<file path="src/rtl/countdown_ctrl.sv">
// countdown_ctrl: HH:MM:SS countdown timer control core.
// Owns the edit value (tmp1), the running value (tmp), the selected digit index
// and the go/finish flags that the display scanner consumes. All outputs are registered.
module countdown_ctrl #(
    parameter logic [31:0] INIT_VALUE = 32'h00B05B00,
    parameter int          HOUR_T_MAX = 9,
    parameter int          DONE_HOLD  = 10
) (
    input  logic        clk,
    input  logic        rst,
    input  logic        tick,
    input  logic        btn_left,
    input  logic        btn_right,
    input  logic        btn_up,
    input  logic        btn_down,
    input  logic        btn_start,
    output logic [31:0] tmp1,
    output logic [31:0] tmp,
    output logic [3:0]  state,
    output logic        go,
    output logic        finish
);

    localparam logic [1:0] ST_SET   = 2'd0;
    localparam logic [1:0] ST_RUN   = 2'd1;
    localparam logic [1:0] ST_PAUSE = 2'd2;
    localparam logic [1:0] ST_DONE  = 2'd3;

    // 00:00:00 with the separator nibbles in place
    localparam logic [31:0] ZERO_VAL = 32'h00B00B00;
    localparam logic [3:0]  H10_MAX  = 4'(HOUR_T_MAX);
    localparam int          CNT_W    = (DONE_HOLD < 2) ? 1 : $clog2(DONE_HOLD + 1);
    localparam logic [CNT_W-1:0] CNT_LAST = CNT_W'(DONE_HOLD - 1);

    // Upper limit of the digit selected by index 1..6
    function automatic logic [3:0] dig_max(input logic [3:0] sel);
        case (sel)
            4'd2, 4'd4: dig_max = 4'd5;
            4'd6:       dig_max = H10_MAX;
            default:    dig_max = 4'd9;
        endcase
    endfunction

    // Bit position of the nibble for digit index 1..6 (separators skipped)
    function automatic logic [4:0] dig_pos(input logic [3:0] sel);
        case (sel)
            4'd2:    dig_pos = 5'd4;
            4'd3:    dig_pos = 5'd12;
            4'd4:    dig_pos = 5'd16;
            4'd5:    dig_pos = 5'd24;
            4'd6:    dig_pos = 5'd28;
            default: dig_pos = 5'd0;
        endcase
    endfunction

    // One-second BCD decrement; borrows ripple s1 -> s10 -> m1 -> m10 -> h1 -> h10.
    // Only ever applied to a nonzero value, so h10 never needs to wrap.
    function automatic logic [31:0] bcd_dec(input logic [31:0] v);
        logic [31:0] r;
        r = v;
        if (v[3:0] != 4'd0) r[3:0] = v[3:0] - 4'd1;
        else begin
            r[3:0] = 4'd9;
            if (v[7:4] != 4'd0) r[7:4] = v[7:4] - 4'd1;
            else begin
                r[7:4] = 4'd5;
                if (v[15:12] != 4'd0) r[15:12] = v[15:12] - 4'd1;
                else begin
                    r[15:12] = 4'd9;
                    if (v[19:16] != 4'd0) r[19:16] = v[19:16] - 4'd1;
                    else begin
                        r[19:16] = 4'd5;
                        if (v[27:24] != 4'd0) r[27:24] = v[27:24] - 4'd1;
                        else begin
                            r[27:24] = 4'd9;
                            r[31:28] = v[31:28] - 4'd1;
                        end
                    end
                end
            end
        end
        return r;
    endfunction

    logic [1:0]       ctrl_q,   ctrl_d;
    logic [31:0]      tmp1_q,   tmp1_d;
    logic [31:0]      tmp_q,    tmp_d;
    logic [3:0]       state_q,  state_d;
    logic             go_q,     go_d;
    logic             finish_q, finish_d;
    logic [CNT_W-1:0] cnt_q,    cnt_d;

    logic [4:0] pos;
    logic [3:0] cur_dig;
    logic [3:0] max_dig;
    logic [3:0] new_dig;
    logic [31:0] dec_val;

    // Next-state logic for the FSM and all datapath registers
    always_comb begin
        ctrl_d  = ctrl_q;
        tmp1_d  = tmp1_q;
        tmp_d   = tmp_q;
        state_d = state_q;
        cnt_d   = cnt_q;
        pos     = dig_pos(state_q);
        cur_dig = tmp1_q[pos +: 4];
        max_dig = dig_max(state_q);
        new_dig = cur_dig;
        dec_val = bcd_dec(tmp_q);

        case (ctrl_q)
            ST_SET: begin
                if (btn_start && tmp1_q != ZERO_VAL) begin
                    // Start captures tmp1 as it was; any same-cycle edit is dropped
                    ctrl_d = ST_RUN;
                    tmp_d  = tmp1_q;
                end else begin
                    if (btn_left && !btn_right)
                        state_d = (state_q >= 4'd6) ? 4'd1 : state_q + 4'd1;
                    else if (btn_right && !btn_left)
                        state_d = (state_q <= 4'd1) ? 4'd6 : state_q - 4'd1;
                    if (btn_up && !btn_down)
                        new_dig = (cur_dig >= max_dig) ? 4'd0 : cur_dig + 4'd1;
                    else if (btn_down && !btn_up)
                        new_dig = (cur_dig == 4'd0) ? max_dig : cur_dig - 4'd1;
                    tmp1_d[pos +: 4] = new_dig;
                end
            end
            ST_RUN: begin
                // Pause has priority over a coincident tick
                if (btn_start) ctrl_d = ST_PAUSE;
                else if (tick) begin
                    tmp_d = dec_val;
                    if (dec_val == ZERO_VAL) ctrl_d = ST_DONE;
                end
            end
            ST_PAUSE: begin
                if (btn_start) ctrl_d = ST_RUN;
                else if (btn_left) begin
                    ctrl_d  = ST_SET;
                    tmp_d   = ZERO_VAL;
                    state_d = 4'd1;
                end
            end
            default: begin
                if (btn_start) begin
                    ctrl_d  = ST_SET;
                    state_d = 4'd1;
                    cnt_d   = '0;
                end else if (tick && DONE_HOLD != 0) begin
                    if (cnt_q == CNT_LAST) begin
                        ctrl_d  = ST_SET;
                        state_d = 4'd1;
                        cnt_d   = '0;
                    end else begin
                        cnt_d = cnt_q + 1'b1;
                    end
                end
            end
        endcase

        // No digit is selected outside SET
        if (ctrl_d != ST_SET) state_d = 4'd0;
        go_d     = (ctrl_d == ST_RUN) || (ctrl_d == ST_PAUSE);
        finish_d = (ctrl_d == ST_DONE);
    end

    // Register update with synchronous reset
    always_ff @(posedge clk) begin
        if (rst) begin
            ctrl_q   <= ST_SET;
            tmp1_q   <= INIT_VALUE;
            tmp_q    <= ZERO_VAL;
            state_q  <= 4'd1;
            go_q     <= 1'b0;
            finish_q <= 1'b0;
            cnt_q    <= '0;
        end else begin
            ctrl_q   <= ctrl_d;
            tmp1_q   <= tmp1_d;
            tmp_q    <= tmp_d;
            state_q  <= state_d;
            go_q     <= go_d;
            finish_q <= finish_d;
            cnt_q    <= cnt_d;
        end
    end

    assign tmp1   = tmp1_q;
    assign tmp    = tmp_q;
    assign state  = state_q;
    assign go     = go_q;
    assign finish = finish_q;

endmodule

</file>
<file path="config.mk">
export PLATFORM = sky130hd
export DESIGN_NAME = countdown_ctrl
export DESIGN_NICKNAME = d
export VERILOG_FILES = /design/src/rtl/countdown_ctrl.sv
export SDC_FILE = /design/constraint.sdc
export NUM_CORES = 1
export LEC_CHECK = 0
export ABC_AREA = 1
export CAP_MARGIN = 20
export CORE_MARGIN = 2
export CORE_UTILIZATION = 28
export CTS_CLUSTER_DIAMETER = 150
export DETAILED_ROUTE_END_ITERATION = 16
export PLACE_DENSITY_LB_ADDON = 0.05
export SETUP_SLACK_MARGIN = 0.3
export SLEW_MARGIN = 20
export SYNTH_ARGS = -nofsm -noshare
export SYNTH_HDL_FRONTEND = slang
export SYNTH_SLANG_ARGS = --single-unit
</file>
<file path="constraint.sdc">
create_clock -name clk -period 6 [get_ports clk]
set_input_delay 0.9 -clock clk [delete_from_list [all_inputs] [get_ports clk]]
set_output_delay 0.9 -clock clk [all_outputs]
set_load 0.02 [all_outputs]
</file>
# Yosys cells after proc, flatten, opt, wreduce, memory -nomap -nowiden
# Index checks and enable logic that the tools add are counted.
op_classes:
  shifts: 3
  addsub: 12
  bitwise_logic: 3
  n_reduce_logical: 34
  magnitude_cmp: 3
  muxes: 54
  n_eq_ne: 25
op_table:
  columns: ["op", "n"]
  rows:
  - ["$mux W32", 5]
  - ["$mux W4", 28]
  - ["$pmux W32 S3", 1]
  - ["$mux W8", 6]
  - ["$bwmux W32", 1]
  - ["$eq A32 B24 Y1 const B", 1]
  - ["$ne A32 B24 Y1 const B", 1]
  - ["$shift A4 B7 Y32 const A", 1]
  - ["$shiftx A32 B6 Y4", 1]
  - ["$shiftx A4 B7 Y32", 1]
  - ["$sub A4 B1 Y4 const B", 8]
  - ["$reduce_bool A4 Y1", 7]
  - ["$pmux W5 S5", 1]
  - ["$mux W2", 9]
  - ["$ne A2 B2 Y1 const B", 7]
  - ["$reduce_and A7 Y1", 2]
  - ["$add A4 B1 Y4 const B", 3]
  - ["$eq A4 B3 Y1 const B", 3]
  - ["$ne A3 B3 Y1 const B", 4]
  - ["$pmux W4 S3", 1]
  - ["$reduce_bool A5 Y1", 2]
  - ["$eq A4 B2 Y1 const B", 2]
  - ["$neg A5 Y7", 1]
  - ["$eq A2 B2 Y1 const B", 3]
  - ["21 further kinds", 35]
word_totals:
  regBits: 76
  elab_cells: 143
  in_bits: 8

# Longest topological paths before layout
# Gate-level depths: netlist of run 1.
depth:
  word_depth: 14
  depth_mapped: 23
  mapped_depth_nobuf: 22

# Worst setup path before layout of run 1
# No wires, ideal clock.
synth_path:
  path_kind: "register to register"
  start: "register state_q[0], in the netlist state[0]"
  end: "register tmp1_q[21], in the netlist tmp1[21]"
  required_ns: 5.921
  slack_ns: 2.818
  path_buffers: 0
  arrival_ns: 3.103
  synth_period_minus_slack_ns: 3.182
  path_stages_with_launch: 22
  path_cell_list: "dfxtp_1 inv_1 ha_1 nor2_1 nor2_2 a21oi_4 nand3_1 nand2_1 ha_1 inv_1 o21ai_0 nand2_1 a211o_1 nand2_1 o21ai_0 o21ai_0 nand2_1 nor2_2 nand2_1 nor2_1 nand2_1 o211ai_1"
synth_via:
  elab_chain_len: 11
synth_lines:
  columns: ["item", "line", "text"]
  rows:
  - ["start: declaration", "88", "logic [3:0] state_q, state_d;"]
  - ["start signal: assignment", "183", "state_q <= state_d;"]
  - ["$eq A4 B3 Y1, or another cell as far along", "46", "case (sel)"]
  - ["$pmux W5 S5", "46", null]
  - ["$shiftx A32 B6 Y4", "107", "cur_dig = tmp1_q[pos +: 4];"]
  - ["$sub A4 B1 Y4 or $logic_not A4 Y1 (tied branches)", "126", "new_dig = (cur_dig == 4'd0) ? max_dig : cur_dig - 4'd1;"]
  - ["$mux W4", "126", null]
  - ["$mux W4", "125", "else if (btn_down && !btn_up)"]
  - ["$mux W4", "123", "if (btn_up && !btn_down)"]
  - ["$mux W4", "114", "if (btn_start && tmp1_q != ZERO_VAL) begin"]
  - ["$mux W4", "112", "case (ctrl_q)"]
  - ["$shiftx A4 B7 Y32", "127", "tmp1_d[pos +: 4] = new_dig;"]
  - ["$bwmux W32 *", "127", null]
  - ["end signal: assignment", "181", "tmp1_q <= tmp1_d;"]
  - ["end: declaration", "86", "logic [31:0] tmp1_q, tmp1_d;"]
# Mark *: on every way between the ends. The rest lies on a longest branch, timed or not. The select of a mux whose other input is x is not followed.
# A chain may end at the register's enable or synchronous reset.

# Worst setup path after layout of run 1
layout_path:
  start: "register state_q[0], in the netlist state[0]"
  end: "register tmp1_q[13], in the netlist tmp1[13]"
# Same word-level chain as after synthesis.

==> results of run 1 <==
registers in the layout, indices dropped and copies added (netlist names):
signal,flops
ctrl_q,2
tmp,32
finish,1
tmp1,32
cnt_q,4
go,1
state,4
cell type report:
type,instances,area share [%]
Multi-Input combinational cell,586,48.0
Sequential cell,76,23.7
Timing Repair Buffer,78,12.1
Inverter,112,6.56
Tap cell,229,4.47
Clock buffer,12,4.00
Clock inverter,3,1.07
worst paths after layout:
kind / start / to / slack [ns] / depth (start not counted)
setup / recovery: state[0] / tmp1[13] / 2.20 / 20
hold / removal: tmp[8] / tmp[8] / 0.50 / 2
setup reg to reg: state[0] / tmp1[13] / 2.20 / 20
hold reg to reg: tmp[8] / tmp[8] / 0.50 / 2
power by group through the flow:
stage          clock network, mW  registers [mW]  logic [mW]
4_1_cts                    0.637           0.622        1.00
3_3_place_gp                   0           0.631        1.01
5_1_grt                    0.660           0.631        1.11
6_report                   0.623           0.621        1.00
3_5_place_dp                   0           0.632        1.00
2_1_floorplan                  0           0.680       0.640
worst min-delay path: stages (launching register included):
cell     delay (ns)
dfxtp_1        0.32
nand2_1        0.06
nand3_1        0.06
through the flow:
stage               cell area [um^2]  hold slack (ns)
finish                          6410            0.497
global route                    6410            0.515
CTS                             6410            0.501
detailed placement              6080            0.486
global placement                6080            0.482
floorplan                       5140            0.478
kinds of logic (layout without fill, tap and decap cells):
kind of cell | after synthesis | after routing
AO/OA/AOI/OAI | 178 | 178
adder cells (fa/ha/maj) | 28 | 28
buffers and inverters | 136 | 205
XOR/XNOR | 6 | 6
flip-flops | 76 | 76
AND/OR/NAND/NOR | 374 | 374
layout by cell type, fill, tap and decap left out, drive strengths merged, types with 5 or more instances in the layout:
cell           netlist  routed
nand4               11      11
o22ai                9       9
a22oi                5       5
o211ai               5       5
inv                112     113
dfxtp               76      76
nor2                88      88
a211oi               7       7
o21ai               75      75
xor2                 6       6
ha                  28      28
nand2              170     170
clkbuf              16      12
nand3               88      88
a21oi               64      64
clkdlybuf4s50        0      77
nor3                11      11
routing by layer:
metal / vias up / share of wire, % / wire [um] / track usage [%]
li1: 2786 / - / - / -
met1: 2532 / 49 / 8980 / 25.7
met2: 149 / 45 / 8370 / 30.7
met3: 20 / 4.2 / 771 / 3.54
met4: 0 / 1.9 / 347 / 5.74
met5: - / 0 / 0 / 0
==> impl_metrics.yaml, run 1 <==
run_status:
  status: "finished clean"
timing:
  rsz0062_at_grt: "no"
  finalSetupTns_ns: 0
  setup_slack_ns: 2.20
  max_freq_mhz: 263
  fin_crit_ns: 3.80
  setup_viol: 0
  hold_viol_final: 0
  clock_skew_ns: 0.00752
  relSlewSlack_pct: 32.2
  tightestPinTransition_ns: 1.01
  period_share_pct: 63.3
  drv_slew: 0
clock_network:
  hold_buffers: 0
  clock_path_buffers: 2
  h-tree-depth: 3
  insertion_delay_ns: 0.35
  tritoncts: "built"
  clk_pin_slew_ns: 0.06
  cts_resized: 0
  cts_buffers: 9
  cts_root_buffer: "clkbuf_16"
  cts_setup_buffers: 0
  clock-sinks: 76
power_and_ir_drop:
  pwr-share-clk_pct: 27.7
  switchingPower_mw: 0.960
  p_comb_share_pct: 44.7
  p_leak_nw: 2.87
  powerDensity_nw_per_um2: 351
  power.internal_mw: 1.29
  switching_share_pct: 42.7
  pwr-share-seq_pct: 27.6
  p_total_mw: 2.25
  ir_drop_v: 0.000150
synthesis:
  synthArstFlopShare_pct: 0
  synth_simple_gate_area_share_pct: 32.4
  synth_area_um2: 5140
  synth-compound-area-share_pct: 19.6
  synth_ff_type: "dfxtp_1"
  synth.most_common_cell: "nand2_1"
  ys_seq_area_share_pct: 29.6
  synth_mux_area_share_pct: 0
  synth_common_cells: "nand2_1 (163), inv_1 (107), nand3_1 (84)"
  synth_area_leaders: "dfxtp_1 (30%), nand2_1 (12%), nand3_1 (8.2%), inv_1 (7.8%), ha_1 (6.8%)"
  yosys_warnings: 0
  syn_avg_cell_area_um2: 6.44
  synth_top_family_by_area: "simple AND/OR/NAND/NOR gates"
  synth_fa_ha_area_share_pct: 6.82
  synthesis.instances: 798
  synth_fp_nets: 834
  yosysTopAreaCellShare_pct: 29.6
  ys_seq_elements: 76
  synth_top_cell_by_area: "dfxtp_1"
  synth_edf_count: 0
  synth-xor-area-share_pct: 1.02
  ys_types: 45
cells_and_area:
  drive_gt1_share_pct: 5.42
  syn_to_final_growth_pct: 24.7
  n_antenna_cell: 0
  nFillCells: 1960
  fin_nets: 899
  instances_no_fill: 1096
  multi_input_area_um2: 3080
  finish.utilization_pct: 35.7
  regArea_um2: 1520
worst_setup_path:
  critPathMaxStageDelay_ns: 0.54
  critPathMostFrequentCell: "nand2_1"
  required_ns: 6.29
  cp-end-kind: "flip-flop"
  arrival_ns: 4.08
  cpLargestDelayFamily: "simple AND/OR/NAND/NOR gates"
  cp_slowest_cell: "o21ai_2"
  path_cells: "inv_1, ha_1, nor2_1, o21ai_2, nand3_1, nand3_1, nand2_1, ha_1, o21ai_0, nand2_1, a211o_1, nand2_1, o21ai_0, o21ai_0, nand2_1, nor2_2, nand2_1, nor2_1, nor2_1, nor2_1"
  worst-path-max-fanout: 11
  critPathKind: "flip-flop to flip-flop"
  worst-path-buf-inv: 1
  critPathLaunchType: "flip-flop"
grt:
  grt_pass1_vias: 5029
  track_usage_pct: 19.0
  grt_overflow: 0
  antenna_found_initial: 0
  grt_pass1_wl_um: 28700
  grt_max_degree: 52
drt:
  ant_nets: 0
  route.detailed.drc: 0
  avgRoutedWirePerCell_um: 16.9
  wl_um: 18500
  first_pass_iters: 5
  drt_iter0_drc: 420
  via_per_inst: 5.01
  vias: 5487
place:
  place_worst_setup_slack_ns: 2.29
  routabilityCongestion: 0.906
  port_buffers: 77
  dpl.cell_count: 1081
  dpl.hpwl_um: 14300
floorplanning:
  rows: 49
  die-area_um2: 19500
  die_w_um: 139
  start_util_pct: 28.6
  die_y_um: 139
  coreArea_um2: 18000
  io_pins: 78
job:
  cap_viol_max_count: 0
hold_path:
  min_path_type: "flip-flop to flip-flop"
Power figures use the tool's default switching activity.
==> inputs of run 2 (changes only) <==
==> constraint.sdc (replaced) <==
create_clock -name clk -period 3.3 [get_ports clk]
set_input_delay 0.495 -clock clk [delete_from_list [all_inputs] [get_ports clk]]
set_output_delay 0.495 -clock clk [all_outputs]
set_load 0.02 [all_outputs]
==> impl_metrics.yaml, run 2 (synthesized netlist as in run 1, its figures left out) <==
place:
  port_buffers: 77
  dpl.hpwl_um: 15400
  routabilityCongestion: 0.873
drt:
  wl_um: 20300
  first_pass_iters: 5
  drt_iter0_drc: 326
  vias: 5772
  route.detailed.drc: 0
  avgRoutedWirePerCell_um: 17.6
  via_per_inst: 5.00
  ant_nets: 0
clock_network:
  insertion_delay_ns: 0.35
  hold_buffers: 0
  cts_buffers: 9
  h-tree-depth: 3
  clock-sinks: 76
  clk_pin_slew_ns: 0.06
  tritoncts: "built"
  cts_root_buffer: "clkbuf_16"
  clock_path_buffers: 2
worst_setup_path:
  required_ns: 3.56
  rr_worst_depth: 22
  critPathLaunchType: "flip-flop"
  path_cells: "inv_4, ha_4, nor2_4, nor2_4, nor2_4, buf_12, buf_4, nand3_4, nand3_2, nand2_4, ha_4, inv_2, o21ai_1, nand2_1, a211o_1, nand3_1, nand2_2, nor2_2, inv_2, nor3_4, nor2_1, a211oi_1"
  cpLargestDelayFamily: "simple AND/OR/NAND/NOR gates"
  crit_cells: 22
  worst-path-max-fanout: 5
  critPathMaxStageDelay_ns: 0.38
  arrival_ns: 3.20
  worst-path-buf-inv: 5
  cp-end-kind: "flip-flop"
  cp_slowest_cell: "dfxtp_4"
  critPathMostFrequentCell: "nor2_4"
  critPathKind: "flip-flop to flip-flop"
floorplanning:
  die-area_um2: 19500
  start_util_pct: 28.6
  die_y_um: 139
  rows: 49
  die_w_um: 139
  coreArea_um2: 18000
  io_pins: 78
cells_and_area:
  layout_common_cells: "nand2_1 (147), inv_1 (102), clkdlybuf4s50_1 (77)"
  nFillCells: 1920
  n_antenna_cell: 0
  finish.utilization_pct: 40.5
  final_common_cell: "nand2_1"
  syn_to_final_growth_pct: 41.5
  drive_gt1_share_pct: 17.9
  fin_nets: 959
timing:
  setup_viol: 0
  fin_crit_ns: 2.94
  tightestPinTransition_ns: 0.637
  finalSetupTns_ns: 0
  clock_skew_ns: 0.00791
  rsz0062_at_grt: "yes"
  hold_viol_final: 0
  max_freq_mhz: 340
  period_share_pct: 89.2
  drv_slew: 0
  relSlewSlack_pct: 57.5
grt:
  grt_pass1_vias: 5422
  track_usage_pct: 20.5
  grt_pass1_wl_um: 31400
  antenna_found_initial: 0
  grt_max_degree: 52
  grt_overflow: 0
hold_path:
  min_path_type: "flip-flop to flip-flop"
  whs_path_depth: 2
power_and_ir_drop:
  p_leak_nw: 3.25
  powerDensity_nw_per_um2: 605
  ir_drop_v: 0.000284
job:
  cap_viol_max_count: 0
run_status:
  status: "finished clean"
run 2: changes by cell type in the layout (fill, tap and decap cells not counted), moves of 6 or more:
cell	delta
nand2_4	+6
ha_4	+6
ha_1	-7
nand2_2	+11
nor2_4	+8
nand3_2	+13
buf_4	+49
nor2_1	-9
nand2_1	-16
nand3_1	-17
run 2: report_power, final:
part	total [mW]	internal (mW)	switching [mW]	leakage, nW
registers	1.13	1.02	0.109	0.621
logic	2.35	0.929	1.42	2.50
clock network	0.917	0.503	0.414	0.122
total	4.40	2.45	1.95	3.25
run 2: layout make-up:
cell class / instances / area [um^2] / share of cell area, %
clock buffer: 12 / 236 / 3.25
inverter: 112 / 437 / 6.00
clock inverter: 2 / 13.8 / 0.189
multi-input combinational: 589 / 3500 / 48.1
timing repair buffer: 135 / 1270 / 17.5
tap: 229 / 287 / 3.94
sequential: 76 / 1530 / 21.0
run 2: metrics by stage:
| step | cell area [um^2] | hold WS (ns) | power (mW) | instances | worst slack [ns] |
|---|---|---|---|---|---|
| finish | 7270 | 0.502 | 4.40 | 1155 | 0.357 |
| global route | 7270 | 0.538 | 4.70 | 1155 | 0.147 |
| CTS | 6990 | 0.500 | 4.26 | 1150 | 0.278 |
| detailed placement | 6370 | 0.491 | 3.13 | 1117 | 0.0556 |
| global placement | 6370 | 0.488 | 3.16 | 1117 | 0.0429 |
| floorplan | 5150 | 0.478 | 2.41 | 798 | 0.311 |
run 2: what timing repair did:
action                     in CTS  in global routing
pin swaps                      28                 17
setup endpoints to repair      26                 28
resized for setup              49                 54
cloned                          3                  0
setup buffers                  16                  5
run 2: per-layer routing:
metal / GRT usage, % / vias to the layer above / part of all wire, %
met4: 8.08 / 0 / 2.9
met2: 32.0 / 134 / 45
met1: 28.6 / 2691 / 48
met5: 0 / - / 0
li1: - / 2914 / -
met3: 3.10 / 33 / 4.1
run 2: path summary, 6_finish.rpt:
check	start	endpoint	slack, ns
setup / recovery	state[0]	tmp1[28]	0.36
hold / removal	tmp[29]	tmp[29]	0.50
setup reg to reg	state[0]	tmp1[28]	0.36
hold reg to reg	tmp[29]	tmp[29]	0.50
run 2: worst min-delay path: stages, from the launching register on:
cell and delay [ns]:
dfxtp_1 0.33, nand2_1 0.07, a21oi_1 0.06
